**src/rtl/battleship_shot_controller.sv**
```systemverilog
// Battleship shot controller: cursor, one-cycle fire strobe, repeat-shot
// blocking, shot/hit tallies and win/loss detection for the 5x5 board.
module battleship_shot_controller #(
    parameter int ROWS       = 5,
    parameter int COLS       = 5,
    parameter int SHIP_CELLS = 5,
    parameter int MAX_SHOTS  = 15
) (
    input  logic       clk,
    input  logic       rst,
    input  logic       btn_up,
    input  logic       btn_down,
    input  logic       btn_left,
    input  logic       btn_right,
    input  logic       btn_fire,
    input  logic       new_game,
    input  logic       hit_in,
    output logic [4:0] row,
    output logic [4:0] col,
    output logic       fire,
    output logic       busy,
    output logic       repeat_shot,
    output logic [6:0] shots,
    output logic [4:0] hits,
    output logic       won,
    output logic       lost
);

    localparam int CELLS = ROWS * COLS;
    localparam int IW    = $clog2(CELLS);

    localparam logic [4:0] RMAX  = 5'(ROWS - 1);
    localparam logic [4:0] CMAX  = 5'(COLS - 1);
    localparam logic [4:0] HWIN  = 5'(SHIP_CELLS);
    localparam logic [6:0] SLAST = 7'(MAX_SHOTS);

    typedef enum logic [2:0] {
        S_AIM,
        S_FIRE,
        S_WAIT,
        S_WON,
        S_LOST
    } state_t;

    state_t           r_state;
    logic [4:0]       r_row;
    logic [4:0]       r_col;
    logic             r_fire;
    logic             r_busy;
    logic             r_repeat;
    logic [6:0]       r_shots;
    logic [4:0]       r_hits;
    logic             r_won;
    logic             r_lost;
    logic [CELLS-1:0] r_map;
    logic [4:0]       r_prev;

    logic [4:0]    w_btn;
    logic [4:0]    w_edge;
    logic [IW-1:0] w_idx;
    logic [4:0]    w_hits_nx;

    // Bit order: up, down, left, right, fire (LSB first).
    assign w_btn     = {btn_fire, btn_right, btn_left, btn_down, btn_up};
    assign w_edge    = w_btn & ~r_prev;
    assign w_idx     = IW'(32'(r_row) * COLS + 32'(r_col));
    assign w_hits_nx = r_hits + {4'b0, hit_in};

    always_ff @(posedge clk or posedge rst) begin
        if (rst) begin
            r_state  <= S_AIM;
            r_row    <= '0;
            r_col    <= '0;
            r_fire   <= 1'b0;
            r_busy   <= 1'b0;
            r_repeat <= 1'b0;
            r_shots  <= '0;
            r_hits   <= '0;
            r_won    <= 1'b0;
            r_lost   <= 1'b0;
            r_map    <= '0;
            r_prev   <= '1;
        end else if (new_game) begin
            r_state  <= S_AIM;
            r_row    <= '0;
            r_col    <= '0;
            r_fire   <= 1'b0;
            r_busy   <= 1'b0;
            r_repeat <= 1'b0;
            r_shots  <= '0;
            r_hits   <= '0;
            r_won    <= 1'b0;
            r_lost   <= 1'b0;
            r_map    <= '0;
            r_prev   <= '1;
        end else begin
            r_prev   <= w_btn;
            r_repeat <= 1'b0;
            unique case (r_state)
                S_AIM: begin
                    if (w_edge[4]) begin
                        if (r_map[w_idx]) begin
                            r_repeat <= 1'b1;
                        end else begin
                            r_state <= S_FIRE;
                            r_fire  <= 1'b1;
                            r_busy  <= 1'b1;
                        end
                    end else if (w_edge[0]) begin
                        r_row <= (r_row == '0) ? RMAX : r_row - 5'd1;
                    end else if (w_edge[1]) begin
                        r_row <= (r_row == RMAX) ? '0 : r_row + 5'd1;
                    end else if (w_edge[2]) begin
                        r_col <= (r_col == '0) ? CMAX : r_col - 5'd1;
                    end else if (w_edge[3]) begin
                        r_col <= (r_col == CMAX) ? '0 : r_col + 5'd1;
                    end
                end
                S_FIRE: begin
                    r_fire       <= 1'b0;
                    r_map[w_idx] <= 1'b1;
                    r_shots      <= r_shots + 7'd1;
                    r_state      <= S_WAIT;
                end
                S_WAIT: begin
                    // Win checked first so a hit on the last shot still wins.
                    r_hits <= w_hits_nx;
                    r_busy <= 1'b0;
                    if (w_hits_nx == HWIN) begin
                        r_state <= S_WON;
                        r_won   <= 1'b1;
                    end else if (r_shots == SLAST) begin
                        r_state <= S_LOST;
                        r_lost  <= 1'b1;
                    end else begin
                        r_state <= S_AIM;
                    end
                end
                S_WON, S_LOST: begin
                end
            endcase
        end
    end

    assign row         = r_row;
    assign col         = r_col;
    assign fire        = r_fire;
    assign busy        = r_busy;
    assign repeat_shot = r_repeat;
    assign shots       = r_shots;
    assign hits        = r_hits;
    assign won         = r_won;
    assign lost        = r_lost;

endmodule

```
**config.mk**
```make
export PLATFORM = sky130hd
export DESIGN_NAME = battleship_shot_controller
export DESIGN_NICKNAME = d
export VERILOG_FILES = /design/src/rtl/battleship_shot_controller.sv
export SDC_FILE = /design/constraint.sdc
export NUM_CORES = 1
export LEC_CHECK = 0
export ABC_CLOCK_PERIOD_IN_PS = 6600
export CAP_MARGIN = 20
export CORE_ASPECT_RATIO = 1.4
export CORE_UTILIZATION = 55
export DETAILED_ROUTE_END_ITERATION = 6
export PLACE_DENSITY = 0.78
export SYNTH_ARGS = -nofsm -noshare
export SYNTH_HDL_FRONTEND = slang
export SYNTH_SLANG_ARGS = --single-unit
```
**constraint.sdc**
```tcl
create_clock -name clk -period 6.6 [get_ports clk]
set_input_delay 1.32 -clock clk [delete_from_list [all_inputs] [get_ports clk]]
set_output_delay 1.32 -clock clk [all_outputs]
set_load 0.03 [all_outputs]
```
==> results of run 1 <==
-- cells by family after synthesis --
kind of cell | Yosys count | share of synthesized area
xor+xnor | 16 | 0.0524
simple gates | 126 | 0.183
mux | 11 | 0.0561
buf+inv | 28 | 0.0314
fa+ha+maj | 19 | 0.0746
flops | 60 | 0.445
compound gates | 79 | 0.158
-- Yosys cell counts, types with 2 or more instances --
library cell  number  area share
a21oi_1            7       0.010
dfrtp_1           55        0.41
or3_1              2      0.0037
mux2i_1            4       0.012
a22o_1             7       0.018
nor2_1            53       0.059
ha_1              17       0.063
and3_1             3      0.0055
nor3b_1            5       0.011
and2_1             2      0.0037
xnor2_1            6       0.016
nor4_1             2      0.0037
nand4_1            6       0.011
nand2b_1           2      0.0037
a31oi_1           28       0.052
o211ai_1           2      0.0044
dfstp_2            5       0.039
nor3_1             6      0.0089
clkbuf_1          13       0.014
nand2_1           16       0.018
a21o_1             2      0.0044
o21ai_0           19       0.028
nor2b_1            8       0.015
nand3_1           10       0.015
or2_2              4      0.0074
o22ai_1            2      0.0037
mux4_2             6       0.040
xor2_1             7       0.018
fa_1               2       0.012
nand3b_1           3      0.0066
inv_1             13       0.014
o2bb2ai_1          2      0.0052
-- power by group through the flow --
| stage | registers, mW | clock network [mW] | logic [mW] |
|---|---|---|---|
| 4_1_cts | 0.390 | 0.395 | 0.134 |
| 3_3_place_gp | 0.396 | 0 | 0.130 |
| 3_5_place_dp | 0.397 | 0 | 0.134 |
| 6_report | 0.390 | 0.387 | 0.133 |
| 2_1_floorplan | 0.403 | 0 | 0.0866 |
| 5_1_grt | 0.391 | 0.412 | 0.149 |
-- state kept, by name (all words and copies together) (netlist names) --
signal	cells
r_state	3
r_map	25
r_prev	5
lost	1
fire	1
col	5
row	5
busy	1
won	1
repeat_shot	1
shots	7
hits	5
-- area by class of cell --
cell class	count	share of cell area
Timing Repair Buffer	37	0.0897
Multi-Input combinational cell	251	0.442
Inverter	13	0.0121
Clock inverter	3	0.0168
Tap cell	70	0.0218
Clock buffer	13	0.0421
Sequential cell	60	0.375
-- worst max-delay path: cells and delay by family --
| kind | cells | cell delay [ns] |
|---|---|---|
| AO/OA/AOI/OAI | 3 | 0.64 |
| buffers and inverters | 1 | 0.46 |
| adder cells (fa/ha/maj) | 2 | 0.46 |
| AND/OR/NAND/NOR | 2 | 0.75 |
-- through the flow --
stage | utilization | cells
after floorplan | - | 339
after detailed placement | 0.640 | 431
after global placement | 0.640 | 431
final | 0.680 | 447
after global routing | 0.680 | 447
after CTS | 0.680 | 447
-- per-layer routing --
layer	wire length, um	global-route usage	vias up
met3	295	0.0604	18
met1	2950	0.309	1331
met2	3700	0.431	70
met4	216	0.134	0
li1	-	-	1293
met5	0	0	-
-- worst min-delay path by stage --
stage,from,endpoint,cells after the start,slack (ns)
after floorplan,r_map[10]$_DFFE_PP0N_,r_map[10]$_DFFE_PP0N_,2,0.46
after global placement,r_map[5]$_DFFE_PP0N_,r_map[5]$_DFFE_PP0N_,2,0.47
after detailed placement,r_map[5]$_DFFE_PP0N_,r_map[5]$_DFFE_PP0N_,2,0.48
after CTS,r_map[23]$_DFFE_PP0N_,r_map[23]$_DFFE_PP0N_,2,0.50
after global routing,r_map[2]$_DFFE_PP0N_,r_map[2]$_DFFE_PP0N_,2,0.52
final,r_map[7]$_DFFE_PP0N_,r_map[7]$_DFFE_PP0N_,2,0.50
==> flow_metrics.tcl, run 1 <==
set metrics [dict create \
    dieArea_sq_mm 0.00648 \
    regArea_sq_mm 0.00151 \
    via_count 2712 \
    postSynthAreaPerCell_sq_um 10.0 \
    seq_power_share 0.429 \
    irDropWorstVdd_uv 175 \
    drt-initial-drc-count 179 \
    grt_usage 0.261 \
    synthToLayoutAreaGrowth_pct 18.5 \
    setup_viol 0 \
    overflow 0 \
    finalHoldViolCount 0 \
    r2r_cells 8 \
    path_class "input port to flip-flop" \
    reg2reg_from "row[2]$_DFFE_PP0P_" \
    p_sw_frac 0.260 \
    fin_crit_ns 3.39 \
    multi_input_area_sq_mm 0.00178 \
    route.detailed.drc 0 \
    status "finished, final reports clean" \
    synth_nets 367 \
    cts_tree "built" \
    comb_power_share 0.146 \
    ctsResizeCount 0 \
    endpoint_kind "flip-flop" \
    routed_wl_um 7160 \
    grt_setup_unrepaired "false" \
    ys_async_sr_fraction 1.00 \
    fmax_ghz 0.295 \
    setup_ws_ns 3.21 \
    r2r-end "r_state[0]$_DFFE_PP0P_" \
    drive_above_1_share 0.109 \
    rrSetupSlack_ns 3.21 \
    crit_top_cell "ha_1" \
    hold-worst-slack_ns 0.497 \
    grt_pass1_wl_um 12500 \
    ctsHoldBuffers 0 \
    critPathLaunch "hit_in" \
    clk_pin_slew_ns 0.06 \
    dr.pass1.iters 5 \
    p_leak_nw 1.77 \
    io-pin-count 36 \
    finalClockSkew_ns 0.00531 \
    min_period_over_period 0.514 \
    rows 33 \
    cp_data_arrival_time_ns 3.63 \
    cts_buffers 9 \
    initial_core_util 0.574 \
    fp.dieH_um 94.9 \
    via_per_inst 6.07 \
    final_common_cell "dfrtp_1" \
    post_cts_buffers 0 \
    routedWlPerCell_um 16.0 \
    syn_area_sq_mm 0.00339 \
    antenna_found_initial 0 \
    power.switching_mw 0.237 \
    cp-endpoint "r_state[0]$_DFFE_PP0P_" \
    path_max_fanout 4 \
    ys_ff_latch 60 \
    final_cell_mix "dfrtp_1, nor2_1, clkdlybuf4s50_1" \
    critPathSlowestCell "nor4b_1" \
    slew_violations 0 \
    clock_power_share 0.425 \
    htree_levels 3 \
    filler_cell_count 469 \
    drt.antenna.violating_nets 0 \
    cp_cell_sequence "clkdlybuf4s50_1 -> ha_1 -> ha_1 -> nor3b_1 -> a31oi_1 -> nor4b_1 -> a311oi_1 -> a2111oi_4" \
    syn_inst 339 \
    finalInstanceArea_sq_mm 0.00402 \
    synth_edf_count 0 \
    grt_max_degree 61 \
    cap_violations 0 \
    synth_cell_types 52 \
    place_ws_ns 2.90 \
    hpwl_um 4850 \
    die_w_um 68.3 \
    clock_path_buffers 2 \
    critPathLaunchType "input port" \
    io_buffers 35 \
    routabilityCongestion 0.829 \
    power_mw 0.910 \
    grt_pass1_vias 2759 \
    synth_ff_type "dfrtp_1" \
    slowest_delay_ns 0.53 \
    antenna_cells 0 \
    nets 400 \
    min_path_type "flip-flop to flip-flop" \
    dpl-instance-area_sq_mm 0.00378 \
    cts.sinks 60 \
    relSlewSlack 0.311 \
    yosys_warnings 0 \
    insertion_delay_ns 0.34 \
    worstMarginPinSlew_ns 1.03 \
    root_buffer "clkbuf_8" \
    core_area_sq_mm 0.00590 \
    synth_seq_area_share 0.445 \
    finalSetupTns_ns 0 \
    intPower_mw 0.674 \
    powerDensity_mw_per_mm2 227 \
    required_ns 6.83 \
]
(Power assumes the default switching activity.)
==> inputs of run 2 (changes only) <==
- ABC_CLOCK_PERIOD_IN_PS: 6600 -> 3300
- clock period: 6.6 -> 3.3 ns (I/O delays scaled with it)
==> flow_metrics.tcl, run 2 (same netlist as run 1, synthesis figures left out) <==
set metrics [dict create \
    routed_wl_um 7200 \
    cts_tree "built" \
    antenna_found_initial 0 \
    final_common_cell "dfrtp_1" \
    final_cell_mix "dfrtp_1, nor2_1, clkdlybuf4s50_1" \
    grt_pass1_vias 2670 \
    relSlewSlack 0.463 \
    grt_pass1_wl_um 12200 \
    die_w_um 68.3 \
    io_buffers 35 \
    ctsHoldBuffers 0 \
    nets 409 \
    rrSetupSlack_ns 0.33 \
    comb_power_share 0.173 \
    path_max_fanout 4 \
    hold_start "r_map[11]$_DFFE_PP0N_" \
    slew_violations 0 \
    post_cts_buffers 0 \
    hold-worst-slack_ns 0.492 \
    setup_viol 0 \
    min_period_over_period 0.900 \
    antenna_cells 0 \
    irDropWorstVdd_uv 368 \
    ctsResizeCount 0 \
    htree_levels 3 \
    routabilityCongestion 0.875 \
    min_to "r_map[11]$_DFFE_PP0N_" \
    clock_power_share 0.337 \
    filler_cell_count 474 \
    cp_data_arrival_time_ns 3.20 \
    r2r-end "r_state[0]$_DFFE_PP0P_" \
    grt_usage 0.255 \
    clock_path_buffers 2 \
    overflow 0 \
    cap_violations 0 \
    via_per_inst 6.02 \
    finalClockSkew_ns 0.0152 \
    insertion_delay_ns 0.34 \
    routedWlPerCell_um 15.8 \
    powerDensity_mw_per_mm2 396 \
    worstMarginPinSlew_ns 0.802 \
    whs_path_depth 2 \
    power.switching_mw 0.449 \
    finalSetupTns_ns 0 \
    grt_setup_unrepaired "false" \
    synthToLayoutAreaGrowth_pct 18.1 \
    intPower_mw 1.14 \
    core_area_sq_mm 0.00590 \
    finalHoldViolCount 0 \
    drt-initial-drc-count 160 \
    rows 33 \
    power_mw 1.58 \
    via_count 2744 \
    min_path_type "flip-flop to flip-flop" \
    drive_above_1_share 0.122 \
    fp.dieH_um 94.9 \
    dr.pass1.iters 5 \
    critPathLaunchType "flip-flop" \
    grt_max_degree 51 \
    path_class "flip-flop to flip-flop" \
    reg2reg_from "row[1]$_DFFE_PP0P_" \
    route.detailed.drc 0 \
    initial_core_util 0.574 \
    io-pin-count 36 \
    required_ns 3.53 \
    r2r_cells 7 \
    clk_pin_slew_ns 0.06 \
    critPathLaunch "row[1]$_DFFE_PP0P_" \
    cts.sinks 60 \
    fmax_ghz 0.337 \
    top_register "r_map" \
    drt.antenna.violating_nets 0 \
    largest_register_ffs 25 \
    hpwl_um 5200 \
    p_sw_frac 0.284 \
    dieArea_sq_mm 0.00648 \
    endpoint_kind "flip-flop" \
    status "finished, final reports clean" \
    cts_buffers 9 \
    p_leak_nw 1.78 \
    root_buffer "clkbuf_8" \
    fin_crit_ns 2.97 \
    seq_power_share 0.490 \
]
## run 2: cell types whose count changed in the layout (fill, tap and decap cells not counted), sizes merged
cell and delta:
clkinvlp -1, clkinv +3, bufinv -2, buf +9
## run 2: critical path, cell delays in order, from the launching register on
cell,delay (ns)
dfrtp_1,0.39
ha_1,0.32
fa_1,0.47
ha_1,0.36
a21oi_1,0.19
xnor3_2,0.46
mux2_4,0.34
a2111oi_4,0.34
## run 2: layout make-up
cell class,instances,area (sq um),area share
repair buffers,46,428,0.107
well taps,70,87.6,0.0219
clock inverters,3,15.0,0.00375
flip-flops and latches,60,1510,0.377
clock buffers,13,139,0.0347
multi-input cells,251,1780,0.444
inverters,13,48.8,0.0122
## run 2: metal layers
layer / vias up / share of wire / track usage
met5: - / 0 / 0
met4: 0 / 0.018 / 0.0972
met3: 13 / 0.038 / 0.0616
met2: 61 / 0.53 / 0.421
met1: 1363 / 0.41 / 0.316
li1: 1307 / - / -
## run 2: metrics by stage
step	cells	instance area [sq um]	setup WS [ns]	utilization
4_1_cts	456	4000	0.327	0.678
2_1_floorplan	339	3390	0.140	-
6_report	456	4000	0.329	0.678
3_3_place_gp	440	3850	0.408	0.652
5_1_grt	456	4000	0.238	0.678
3_5_place_dp	440	3850	0.326	0.652
## run 2: power groups by stage
| stage | Sequential (mW) | Clock (mW) | Combinational, mW |
|---|---|---|---|
| floorplan | 0.806 | 0 | 0.173 |
| global placement | 0.788 | 0 | 0.271 |
| detailed placement | 0.789 | 0 | 0.275 |
| CTS | 0.776 | 0.552 | 0.277 |
| global route | 0.778 | 0.588 | 0.302 |
| finish | 0.776 | 0.534 | 0.274 |
## run 2: how the worst max path moves through the flow
stage / endpoint / slack [ns] / depth (start not counted)
after floorplan: r_state[0]$_DFFE_PP0P_ / 0.14 / 7
after global placement: r_state[0]$_DFFE_PP0P_ / 0.41 / 7
after detailed placement: r_state[0]$_DFFE_PP0P_ / 0.33 / 7
after CTS: r_state[0]$_DFFE_PP0P_ / 0.33 / 7
after global routing: r_state[0]$_DFFE_PP0P_ / 0.24 / 7
final: r_state[0]$_DFFE_PP0P_ / 0.33 / 7
==> inputs of run 3 (changes only) <==
- CAP_MARGIN: 20 -> 5
- CORE_UTILIZATION: 55 -> 35
- PLACE_DENSITY: 0.78 -> not set
- SLEW_MARGIN: not set -> 0
==> flow_metrics.tcl, run 3 (same netlist as run 1, synthesis figures left out) <==
set metrics [dict create \
    drt.antenna.violating_nets 0 \
    dr.pass1.iters 4 \
    rows 42 \
    min_path_type "flip-flop to flip-flop" \
    synthToLayoutAreaGrowth_pct 24.0 \
    ctsHoldBuffers 0 \
    grt_pass1_wl_um 13000 \
    critPathSlowestCell "fa_1" \
    dieArea_sq_mm 0.0101 \
    finalClockSkew_ns 0.00497 \
    clk_pin_slew_ns 0.05 \
    routabilityCongestion 0.835 \
    via_count 2702 \
    cts_tree "built" \
    irDropWorstVdd_uv 401 \
    fin_crit_ns 2.95 \
    htree_levels 3 \
    root_buffer "clkbuf_16" \
    required_ns 3.52 \
    drt-initial-drc-count 121 \
    filler_cell_count 890 \
    overflow 0 \
    io-pin-count 36 \
    initial_core_util 0.360 \
    cap_violations 0 \
    die_w_um 85.2 \
    powerDensity_mw_per_mm2 470 \
    core_area_sq_mm 0.00941 \
    setup_viol 0 \
    cp_cell_sequence "ha_1 -> fa_1 -> ha_1 -> a21oi_1 -> xnor3_2 -> mux2_4 -> a2111oi_4" \
    cp_data_arrival_time_ns 3.17 \
    hpwl_um 5480 \
    min_period_over_period 0.893 \
    final_common_cell "dfrtp_1" \
    route.detailed.drc 0 \
    drive_above_1_share 0.125 \
    finalInstanceArea_sq_mm 0.00420 \
    fp.dieH_um 118 \
    slowest_delay_ns 0.47 \
    antenna_found_initial 0 \
    grt_setup_unrepaired "false" \
    worstMarginPinSlew_ns 0.809 \
    grt_usage 0.166 \
    clock_path_buffers 2 \
    relSlewSlack 0.458 \
    io_buffers 35 \
    post_cts_buffers 0 \
    routedWlPerCell_um 15.6 \
    ctsResizeCount 0 \
    endpoint_kind "flip-flop" \
    grt_max_degree 32 \
    crit_top_cell "ha_1" \
    cts.sinks 60 \
    final_cell_mix "dfrtp_1, nor2_1, clkdlybuf4s50_1" \
    status "finished, final reports clean" \
    hold-worst-slack_ns 0.495 \
    fmax_ghz 0.339 \
    top_register "r_map" \
    finalSetupTns_ns 0 \
    finalHoldViolCount 0 \
    cts_buffers 9 \
    dpl-instance-area_sq_mm 0.00390 \
    path_max_fanout 4 \
    nets 408 \
    slew_violations 0 \
    p_leak_nw 1.85 \
    routed_wl_um 7710 \
    grt_pass1_vias 2754 \
    antenna_cells 0 \
    rrSetupSlack_ns 0.35 \
    path_class "flip-flop to flip-flop" \
    critPathLaunchType "flip-flop" \
    largest_register_ffs 25 \
    insertion_delay_ns 0.33 \
    via_per_inst 5.46 \
]
## run 3: cell count changes in the layout (fill, tap and decap cells not counted), sizes merged
cell and delta:
clkbuf +3, buf -1, clkinv -3
## run 3: worst paths after layout
kind / end / startpoint / cells after the start
max: r_state[0]$_DFFE_PP0P_ / row[1]$_DFFE_PP0P_ / 7
min in group asynchronous: col[3]$_DFFE_PP0P_ / rst / 2
min: r_map[13]$_DFFE_PP0N_ / r_map[13]$_DFFE_PP0N_ / 2
min reg2reg: r_map[13]$_DFFE_PP0N_ / r_map[13]$_DFFE_PP0N_ / 2
max in group asynchronous: r_prev[1]$_DFF_PP1_ / rst / 3
max reg2reg: r_state[0]$_DFFE_PP0P_ / row[1]$_DFFE_PP0P_ / 7
## run 3: final cells by class
| class | instances | area, sq um | share of cell area |
|---|---|---|---|
| multi-input cells | 251 | 1780 | 0.422 |
| flip-flops and latches | 60 | 1510 | 0.359 |
| repair buffers | 45 | 433 | 0.103 |
| clock buffers | 16 | 302 | 0.0717 |
| well taps | 110 | 138 | 0.0327 |
| inverters | 13 | 48.8 | 0.0116 |
## run 3: report_power, final
part           internal, mW  switching, mW  total (mW)
combinational         0.109          0.171       0.279
sequential            0.759         0.0184       0.777
clock                 0.611          0.310       0.920
## run 3: routing by layer
metal / global-route usage / routed length [um] / up-vias
met5: 0 / 0 / -
li1: - / - / 1305
met3: 0.0384 / 241 / 12
met2: 0.278 / 4010 / 50
met1: 0.196 / 3300 / 1335
met4: 0.0858 / 163 / 0
## run 3: per-stage QoR
stage | total power [mW] | util | worst slack [ns] | cells
floorplan | 0.979 | - | 0.140 | 339
global placement | 1.06 | 0.415 | 0.390 | 479
detailed placement | 1.07 | 0.415 | 0.318 | 479
CTS | 2.00 | 0.447 | 0.334 | 495
global route | 2.06 | 0.447 | 0.173 | 495
finish | 1.98 | 0.447 | 0.354 | 495
## run 3: critical path: cells and delay by family, from the launching register on
kind	cells	cell delay, ns
xor gates and xnor gates	1	0.46
DFF	1	0.37
adders and majority gates	3	1.14
AOI/OAI and AO/OA	2	0.52
muxes	1	0.34
